==> src/rtl/result_ascii_pkg.sv <==
// result_ascii_pkg
//   Shared definitions for the result-to-ASCII console transmitter:
//   ASCII character codes, the frame length and the transmitter state enum.
package result_ascii_pkg;

    localparam logic [7:0] PLUS  = 8'd43;
    localparam logic [7:0] MINUS = 8'd45;
    localparam logic [7:0] ZERO  = 8'd48;
    localparam logic [7:0] LF    = 8'd10;
    localparam logic [7:0] CH_E  = 8'd69;
    localparam logic [7:0] CH_R  = 8'd82;

    // Every frame is sign/tens/ones/LF or E/R/R/LF.
    localparam int FRAME_LEN = 4;

    // IDLE waits for a result; Bn presents byte n of the frame.
    typedef enum logic [2:0] {
        IDLE = 3'd0,
        B0   = 3'd1,
        B1   = 3'd2,
        B2   = 3'd3,
        B3   = 3'd4
    } tx_state_t;

endpackage

==> src/rtl/result_ascii_tx_sum_to_ascii.sv <==
// sum_to_ascii
//   Purely combinational conversion of a 5-bit two's-complement sum
//   (-16..+15) into three ASCII characters: sign, tens digit, ones digit.
//   Zero is rendered as "+00".
// Ports:
//   sum      in  [4:0]  two's-complement value
//   sign_ch  out [7:0]  '+' for sum>=0, '-' for sum<0
//   tens_ch  out [7:0]  '0' or '1'
//   ones_ch  out [7:0]  '0'..'9'
module sum_to_ascii
    import result_ascii_pkg::*;
(
    input  logic [4:0] sum,
    output logic [7:0] sign_ch,
    output logic [7:0] tens_ch,
    output logic [7:0] ones_ch
);

    logic [5:0] ext;
    logic [5:0] mag;
    logic       ge10;
    logic [5:0] ones_val;

    // The magnitude needs 6 bits: negating -16 in 5 bits would give -16 again.
    assign ext      = {sum[4], sum};
    assign mag      = sum[4] ? (~ext + 6'd1) : ext;
    assign ge10     = (mag >= 6'd10);
    assign ones_val = ge10 ? (mag - 6'd10) : mag;

    assign sign_ch = sum[4] ? MINUS : PLUS;
    assign tens_ch = ZERO + {7'd0, ge10};
    assign ones_ch = ZERO + {2'd0, ones_val};

endmodule

==> src/rtl/result_ascii_tx.sv <==
// result_ascii_tx
//   Output end of the console path: accepts one add/sub result at a time and
//   emits it as a 4-byte ASCII frame ("+07\n", "-16\n", "ERR\n", ...).
// Ports:
//   clk        in            rising-edge clock
//   rst        in            synchronous active-high reset
//   res_valid  in            result offered
//   res_ready  out           result can be accepted (IDLE only)
//   res_sum    in  [4:0]     two's-complement sum
//   res_ovf    in            overflow flag; frame becomes "ERR\n"
//   tx_valid   out           tx_data holds a byte (registered)
//   tx_ready   in            sink takes the byte this cycle
//   tx_data    out [7:0]     ASCII byte, 0 when tx_valid=0 (registered)
//   frame_cnt  out [CNT_W-1:0] completed frames, wraps (registered)
//
// Handshakes: a transfer happens on a rising edge where valid and ready are
// both high. The producer keeps valid and data stable until that edge; valid
// never depends combinationally on ready. res_ready is decoded from state.
module result_ascii_tx
    import result_ascii_pkg::*;
#(
    parameter int CNT_W = 8
) (
    input  logic             clk,
    input  logic             rst,
    input  logic             res_valid,
    output logic             res_ready,
    input  logic [4:0]       res_sum,
    input  logic             res_ovf,
    output logic             tx_valid,
    input  logic             tx_ready,
    output logic [7:0]       tx_data,
    output logic [CNT_W-1:0] frame_cnt
);

    // Current FSM state; kept as a plain register so checkers can bind to it.
    tx_state_t  state;
    tx_state_t  state_next;

    logic [4:0] cap_sum;
    logic       cap_ovf;
    logic [4:0] cap_sum_d;
    logic       cap_ovf_d;

    logic       accept;
    logic       frame_done;
    logic [7:0] data_next;

    logic [7:0] sign_ch;
    logic [7:0] tens_ch;
    logic [7:0] ones_ch;

    assign res_ready = (state == IDLE);

    // The converter looks at the value the capture registers will hold after
    // this edge, so the B0 byte can be registered on the capture edge itself.
    // Mid-frame this is just the held capture, so input changes are ignored.
    assign cap_sum_d = accept ? res_sum : cap_sum;
    assign cap_ovf_d = accept ? res_ovf : cap_ovf;

    sum_to_ascii u_conv (
        .sum     (cap_sum_d),
        .sign_ch (sign_ch),
        .tens_ch (tens_ch),
        .ones_ch (ones_ch)
    );

    always_comb begin
        state_next = state;
        accept     = 1'b0;
        frame_done = 1'b0;
        unique case (state)
            IDLE: begin
                if (res_valid) begin
                    accept     = 1'b1;
                    state_next = B0;
                end
            end
            B0: if (tx_ready) state_next = B1;
            B1: if (tx_ready) state_next = B2;
            B2: if (tx_ready) state_next = B3;
            B3: begin
                if (tx_ready) begin
                    frame_done = 1'b1;
                    state_next = IDLE;
                end
            end
            default: state_next = IDLE;
        endcase
    end

    // Byte to present in the state being entered; 0 when returning to IDLE.
    always_comb begin
        data_next = 8'h00;
        unique case (state_next)
            B0:      data_next = cap_ovf_d ? CH_E : sign_ch;
            B1:      data_next = cap_ovf_d ? CH_R : tens_ch;
            B2:      data_next = cap_ovf_d ? CH_R : ones_ch;
            B3:      data_next = LF;
            default: data_next = 8'h00;
        endcase
    end

    always_ff @(posedge clk) begin
        if (rst) begin
            state     <= IDLE;
            cap_sum   <= '0;
            cap_ovf   <= 1'b0;
            tx_valid  <= 1'b0;
            tx_data   <= 8'h00;
            frame_cnt <= '0;
        end else begin
            state    <= state_next;
            tx_valid <= (state_next != IDLE);
            tx_data  <= data_next;
            if (accept) begin
                cap_sum <= res_sum;
                cap_ovf <= res_ovf;
            end
            if (frame_done) begin
                frame_cnt <= frame_cnt + CNT_W'(1);
            end
        end
    end

endmodule

==> config.mk <==
export PLATFORM = sky130hd
export DESIGN_NAME = result_ascii_tx
export DESIGN_NICKNAME = d
export VERILOG_FILES = /design/src/rtl/result_ascii_pkg.sv /design/src/rtl/result_ascii_tx_sum_to_ascii.sv /design/src/rtl/result_ascii_tx.sv
export SDC_FILE = /design/constraint.sdc
export NUM_CORES = 1
export LEC_CHECK = 0
export CAP_MARGIN = 40
export CORE_MARGIN = 5
export CORE_UTILIZATION = 40
export CTS_CLUSTER_DIAMETER = 60
export DETAILED_ROUTE_END_ITERATION = 6
export GPL_TIMING_DRIVEN = 1
export PLACE_DENSITY = 0.66
export SYNTH_ARGS = -nofsm -noshare
export SYNTH_HDL_FRONTEND = slang
export SYNTH_SLANG_ARGS = --single-unit
==> constraint.sdc <==
create_clock -name clk -period 2.8 [get_ports clk]
set_input_delay 0.42 -clock clk [delete_from_list [all_inputs] [get_ports clk]]
set_output_delay 0.42 -clock clk [all_outputs]
set_load 0.02 [all_outputs]
==> results of run 1 <==
[critical path, delay by kind of cell, from the launching register on]
kind | cells | cell delay (ns)
AOI/OAI and AO/OA | 3 | 0.50
adders and majority gates | 2 | 0.61
DFF | 1 | 0.33
muxes | 1 | 0.23
and+or+nand+nor | 7 | 1.04
[cells by family (layout without fill, tap and decap cells)]
group / count (synthesis) / after routing
AOI/OAI and AO/OA: 28 / 28
buffers and inverters: 13 / 64
xor gates and xnor gates: 12 / 12
other: 1 / 1
DFF: 25 / 25
adders and majority gates: 4 / 4
and+or+nand+nor: 90 / 90
muxes: 12 / 12
[routing by layer]
metal | wire length, µm | up-vias | share of wire | track usage
met1 | 1640 | 695 | 0.42 | 0.170
met4 | 46 | 0 | 0.012 | 0.0564
met3 | 200 | 5 | 0.052 | 0.0365
met2 | 1970 | 45 | 0.51 | 0.270
met5 | 0 | - | 0 | 0
li1 | - | 746 | - | -
[layout by cell type, fill, tap and decap left out, types with 6 or more instances in the layout]
cell type and n:
nor3_1 9, mux2i_1 7, xor2_1 6, clkdlybuf4s50_1 25, nor2_1 32, a21oi_1 6
nand2_1 13, buf_4 32, dfxtp_1 24, o21ai_0 6, xnor2_1 6
[flip-flops by register name, indices dropped and copies added (netlist names)]
| name | flops |
|---|---|
| frame_cnt | 8 |
| cap_sum | 5 |
| cap_ovf | 1 |
| state | 3 |
| tx_data | 7 |
| tx_valid | 1 |
[stage by stage]
stage / std cells / worst slack [ns] / total power (W) / hold slack (ns)
2_1_floorplan: 185 / -0.111 / 0.000598 / 0.511
3_3_place_gp: 273 / -0.646 / 0.000724 / 0.502
3_5_place_dp: 273 / -0.730 / 0.000729 / 0.513
4_1_cts: 280 / 0.0124 / 0.000965 / 0.536
5_1_grt: 284 / -0.137 / 0.00105 / 0.579
6_report: 284 / -0.00546 / 0.000999 / 0.534
[synth_stat cells (2+ instances only)]
master / count
a21oi_1: 7
a31oi_1: 2
buf_2: 2
buf_6: 2
clkbuf_1: 5
dfxtp_1: 25
ha_1: 4
inv_1: 2
mux2i_1: 9
nand2_1: 14
nand2b_1: 5
nand3_1: 5
nand4_1: 2
nand4b_1: 2
nor2_1: 33
nor3_1: 9
nor3b_1: 5
nor4b_1: 3
o211ai_1: 2
o21ai_0: 9
or2_2: 2
or3_1: 2
xnor2_1: 6
xor2_1: 6
[what timing repair did]
item / in CTS / in global routing
hold buffers: 0 / 0
setup buffers: 3 / 4
pin swaps: 3 / 9
resized for setup: 5 / 14
endpoints found under the hold margin: 0 / 0
endpoints found under the setup margin: 7 / 6
[power by group through the flow]
stage / clock (W) / sequential (W) / combinational [W]
finish: 0.000224 / 0.000387 / 0.000387
global route: 0.000241 / 0.000391 / 0.000419
CTS: 0.000231 / 0.000387 / 0.000347
detailed placement: 0 / 0.000395 / 0.000334
global placement: 0 / 0.000394 / 0.000330
floorplan: 0 / 0.000406 / 0.000192
[final cells by class]
type                       count  area [µm²]
inverter                       2        7.51
clock inverter                 1        7.51
multi-input combinational    147         997
timing repair buffer          58         502
fill                         341        1520
clock buffer                   3        41.3
sequential                    25         502
tap                           48        60.1
[worst max path at each step]
| stage | from | end | slack, ns | depth (start not counted) |
|---|---|---|---|---|
| 2_1_floorplan | state[0]$_SDFF_PP0_ | tx_data[5]$_SDFF_PP0_ | -0.11 | 16 |
| 5_1_grt | state[0]$_SDFF_PP0_ | tx_data[5]$_SDFF_PP0_ | -0.14 | 13 |
| 4_1_cts | state[2]$_SDFF_PP0_ | tx_data[5]$_SDFF_PP0_ | 0.01 | 13 |
| 3_3_place_gp | res_valid | tx_data[6]$_SDFF_PP0_ | -0.65 | 14 |
| 3_5_place_dp | res_valid | tx_data[5]$_SDFF_PP0_ | -0.73 | 14 |
| 6_report | state[0]$_SDFF_PP0_ | tx_data[5]$_SDFF_PP0_ | -0.005 | 13 |
==> summary.txt, run 1 <==
mux cell area share after synthesis: 0.0918
period utilization: 1.00
design area: 0.00212 mm²
number of global-route vias before repair: 1440
Max-slew headroom: 0.458
asr flop ratio synth: 0
Diodes inserted: 0
Remaining DRCs: 0
FF-to-FF Start: state[0]$_SDFF_PP0_
P_sw: 0.000322 W
Detailed Route Iter0 Violations: 74
post-route setup TNS: -0.00546 ns
DRT Pass-1 Iters: 4
Syn Area/Cell: 8.10 µm²
maximum clock path buffer count: 2
P&R area growth vs syn: 41.2%
post-synth top area share: 0.334
FF-to-FF End: tx_data[5]$_SDFF_PP0_
nature of the critical path endpoint: flip-flop
Crit-path slowest cell: or4b_4
Worst-Skew Late Latency: 0.28 ns
Max-Cap Viols: 0
GRT Util Overall: 0.150
top_reg_cell synth: dfxtp_1
Reg2Reg Depth: 13
Worst Skew: 0.00275 ns
hold_sp: frame_cnt[7]$_SDFFE_PP0P_
first-pass GRT wire length: 6.26 mm
Routed Antenna Nets: 0
synth warn: 0
FMAX: 0.356 GHz
Row Count: 22
min setup slack post-route: -0.00546 ns
WP data required: 2.98 ns
most frequent CP cell: ha_4
CP Data Arrival Time: 2.99 ns
largest net degree at the start of global routing: 21
H-tree lvl count: 1
initial antenna violation count: 0
Worst-path clk slew: 0.09 ns
port buffer count: 26
Hold Path Class: reg2reg
I/O pins: 28
Power Dens Cells: 472 mW/mm²
Unique masters post-synth: 46
Worst path max stage delay: 0.58 ns
failing checks: setup timing
Syn Std Cell Area: 0.00150 mm²
DR vias/cell: 5.25
Max VDD drop: 0.000256 V
P_leak: 0.823 nW
kind of critical path: reg2reg
worst-case hold path end point: frame_cnt[7]$_SDFFE_PP0P_
Avg WL per Cell: 13.6 µm
final hold vios: 0
sw frac: 0.322
CTS tree: built
total number of vias: 1491
Final Wtd Congestion: 0.960
WHS Path Cells: 2
Routed WL: 3.86 mm
placed cell areas: 0.00194 mm²
reg2reg setup slack: -0.005 ns
Flop pwr share: 0.388
sequential fraction of the synthesis area: 0.334
root buffer cell: clkbuf_8
Post-synth EDFFs: 0
die area: 0.00507 mm²
fraction of the mapped netlist area in simple logic gates: 0.309
Post-Syn Instances: 185
grt total ovfl: 0
Synth Area in Compound Gates: 0.113
internal power: 0.000677 W
crit path cell chain: or4b_4, mux2i_4, ha_4, nor3b_1, o21ai_1, nand3b_1, a21o_1, nand2_2, nand3_2, ha_4, nor2_2, a21oi_2, nor2_1
proportion of layout cells with a drive suffix above 1: 0.237
CP Max Fanout: 5
die width: 71.2 µm
final number of setup-violating endpoints: 1
syn nets: 199
Finished Core Util: 0.583
Post-Synth XOR/XNOR Area: 0.0701
fin crit period: 2.81 ns
DPL Wire Length: 2.82 mm
status: finished with violations
main combinational cell family by area after synthesis: simple AND/OR/NAND/NOR gates
die height: 71.2 µm
final net count: 251
worst-margin pin slew: 0.805 ns
clock power share: 0.225
total CTS buffers: 3
leading area contributor after synthesis: dfxtp_1
Comb pwr share: 0.388
RSZ-0062 raised after global routing: true
Synth area leaders: dfxtp_1, nor2_1, mux2i_1
core area: 0.00363 mm²
Initial Util: 0.413
#FFs+latches synth: 25
synthesized-area fraction occupied by adder cells: 0.0334
CP startpoint kind: flip-flop
CTS Sinks: 25
max-slew violation count: 0
No activity file was read; power rests on OpenSTA's default activity.
==> inputs of run 2 (changes only) <==
--- a/config.mk
+++ b/config.mk
@@ -11,7 +11,8 @@
 export CTS_CLUSTER_DIAMETER = 60
 export DETAILED_ROUTE_END_ITERATION = 6
 export GPL_TIMING_DRIVEN = 1
-export PLACE_DENSITY = 0.66
+export MAX_ROUTING_LAYER = met4
 export SYNTH_ARGS = -nofsm -noshare
 export SYNTH_HDL_FRONTEND = slang
+export SYNTH_HIERARCHICAL = 1
 export SYNTH_SLANG_ARGS = --single-unit
==> constraint.sdc (replaced) <==
create_clock -name clk -period 3.2 [get_ports clk]
set_input_delay 0.48 -clock clk [delete_from_list [all_inputs] [get_ports clk]]
set_output_delay 0.48 -clock clk [all_outputs]
set_load 0.02 [all_outputs]
==> run 2 against run 1 <==
Effect of this change:
- the flow now finishes without violations
- routed wire length fell by 8.7%
- via count decreased by 7.7%
- count of clock-buffer cells in the layout is the same
- sequential cell count rose by 1
- combinational power down 19%
- critical path depth stayed put
- design area down 0.77%
- die area grew 7.1%
- hold slack worse by 0.044 ns
- sequential power decreased by 10%
- non-clock buffer count is 10 lower
- sequential share of layout area up 1.1 points
- critical path type is now in2reg
- largest power group unchanged
- highest routed layer unchanged
==> summary.txt, run 2 <==
die height: 73.7 µm
Crit-path slowest cell: clkdlybuf4s50_1
nature of the critical path endpoint: flip-flop
Finished Core Util: 0.529
DRT Pass-1 Iters: 4
largest net degree at the start of global routing: 19
maximum clock path buffer count: 2
DPL Wire Length: 2.71 mm
I/O pins: 28
port buffer count: 27
post-synth top area share: 0.321
most frequent CP cell: inv_1
Unique masters post-synth: 47
final net count: 234
Worst-path clk slew: 0.10 ns
proportion of layout cells with a drive suffix above 1: 0.210
H-tree lvl count: 1
Max-slew headroom: 0.553
WP data required: 3.37 ns
CP Max Fanout: 4
GRT Util Overall: 0.135
Critical Path Source: res_valid
Routed WL: 3.52 mm
most frequent cells in the layout: clkdlybuf4s50_1, dfxtp_1, buf_4
Max-Cap Viols: 0
asr flop ratio synth: 0
CTS tree: built
period utilization: 0.952
CTS Sinks: 26
Post-Syn Instances: 180
initial antenna violation count: 0
kind of critical path: in2reg
most common cell in the synthesized netlist: dfxtp_1
first-pass GRT wire length: 5.67 mm
total power: 0.000938 W
P_leak: 0.826 nW
status: completed
Row Count: 23
Detailed Route Iter0 Violations: 63
Hold Buf Count CTS: 0
leading area contributor after synthesis: dfxtp_1
total CTS buffers: 3
DR vias/cell: 5.12
number of global-route vias before repair: 1317
Inst Count DP: 263
CP startpoint kind: input port
Worst Skew: 0.0121 ns
Synth area leaders: dfxtp_1, buf_4, mux2_2
hold_sp: frame_cnt[7]$_SDFFE_PP0P_
final hold vios: 0
placed cell areas: 0.00197 mm²
Syn Area/Cell: 9.02 µm²
grt total ovfl: 0
Largest regs: frame_cnt (8), tx_data (8), cap_sum (5)
top_reg_cell synth: dfxtp_1
most common cell after layout, fill and taps aside: clkdlybuf4s50_1
CP Data Arrival Time: 3.21 ns
die area: 0.00543 mm²
Syn Std Cell Area: 0.00162 mm²
Layout fillers: 351
Max VDD drop: 0.000224 V
reg2reg setup slack: 0.43 ns
#FFs+latches synth: 26
Worst-Skew Late Latency: 0.28 ns
Initial Util: 0.409
die width: 73.7 µm
Remaining DRCs: 0
total number of vias: 1376
fin cells: 269
P&R area growth vs syn: 29.5%
Diodes inserted: 0
FF-to-FF Start: state[0]$_SDFF_PP0_
core area: 0.00397 mm²
fin crit period: 3.05 ns
synth warn: 6
Avg WL per Cell: 13.1 µm
Worst path max stage delay: 0.48 ns
Power Dens Cells: 447 mW/mm²
Final Wtd Congestion: 0.865
root buffer cell: clkbuf_8
worst-margin pin slew: 0.669 ns
crit path cell chain: clkdlybuf4s50_1, nor4b_4, buf_4, mux2_4, inv_1, ha_4, nand2b_1, xnor2_1, inv_1, ha_2, o31a_1, a222oi_1, o31ai_1
max-slew violation count: 0
design area: 0.00210 mm²
Post-synth EDFFs: 0
Hold Path Class: reg2reg
Post-synth top cells: dfxtp_1, buf_4, inv_1
sequential fraction of the synthesis area: 0.321
FMAX: 0.328 GHz
Routed Antenna Nets: 0
final number of setup-violating endpoints: 0
==> run 2: cell types whose count changed in the layout (fill, tap and decap cells not counted), moves of 7 or more <==
| cell | delta |
|---|---|
| inv_1 | +8 |
| buf_4 | -11 |
| nand2_1 | -7 |
| conb_1 | +13 |
| nor2_1 | -25 |
==> run 2: power by group <==
part	total [W]	internal [W]	switching (W)
Combinational	0.000313	0.000161	0.000152
Clock	0.000277	0.000168	0.000110
Sequential	0.000348	0.000342	0.00000651
==> run 2: per-layer routing <==
layer / wire length (µm) / GRT usage / up-vias
li1: - / - / 689
met4: 90 / 0.0584 / 0
met2: 1730 / 0.239 / 37
met5: 0 / - / -
met3: 171 / 0.0246 / 12
met1: 1530 / 0.146 / 638
==> run 2: final cells by class <==
class                   instances  area (µm²)  area share
well taps                      50        62.6      0.0298
multi-input cells             130         977       0.465
clock buffers                   3        41.3      0.0197
flip-flops and latches         26         520       0.248
clock inverters                 1        30.0      0.0143
inverters                      11        41.3      0.0197
repair buffers                 48         428       0.204
==> run 2: metrics by stage <==
step | setup WS [ns] | hold WS (ns) | TNS [ns]
global placement | -0.160 | 0.470 | -0.351
global route | -0.0147 | 0.528 | -0.0147
detailed placement | -0.223 | 0.481 | -0.505
CTS | 0.0727 | 0.495 | 0
finish | 0.154 | 0.489 | 0
floorplan | 0.239 | 0.530 | 0
==> run 2: critical path, delay by kind of cell <==
kind,cells,cell delay [ns]
buffers and inverters,4,0.85
AOI/OAI and AO/OA,3,0.72
adders and majority gates,2,0.34
muxes,1,0.33
and+or+nand+nor,2,0.33
xor gates and xnor gates,1,0.14
==> run 2: final timing paths <==
kind / cells after the start / end
worst min-delay path: 2 / frame_cnt[7]$_SDFFE_PP0P_
worst min register to register: 2 / frame_cnt[7]$_SDFFE_PP0P_
worst max register to register: 12 / tx_data[3]$_SDFF_PP0_
worst max-delay path: 13 / tx_data[3]$_SDFF_PP0_
==> run 2: repair_timing <==
action,CTS,global route
setup endpoints to repair,0,3
resized for setup,0,11
buffers inserted,0,2
==> run 2: cell families (layout without fill, tap and decap cells) <==
logic type / Yosys count / in the layout / share of synthesized area
compound gates: 41 / 41 / 0.176
xor+xnor: 10 / 10 / 0.0540
fa+ha+maj: 4 / 4 / 0.0308
buf+inv: 36 / 63 / 0.134
flops: 26 / 26 / 0.321
mux: 10 / 10 / 0.0694
other cells: 2 / 14 / 0.00463
simple gates: 51 / 51 / 0.210
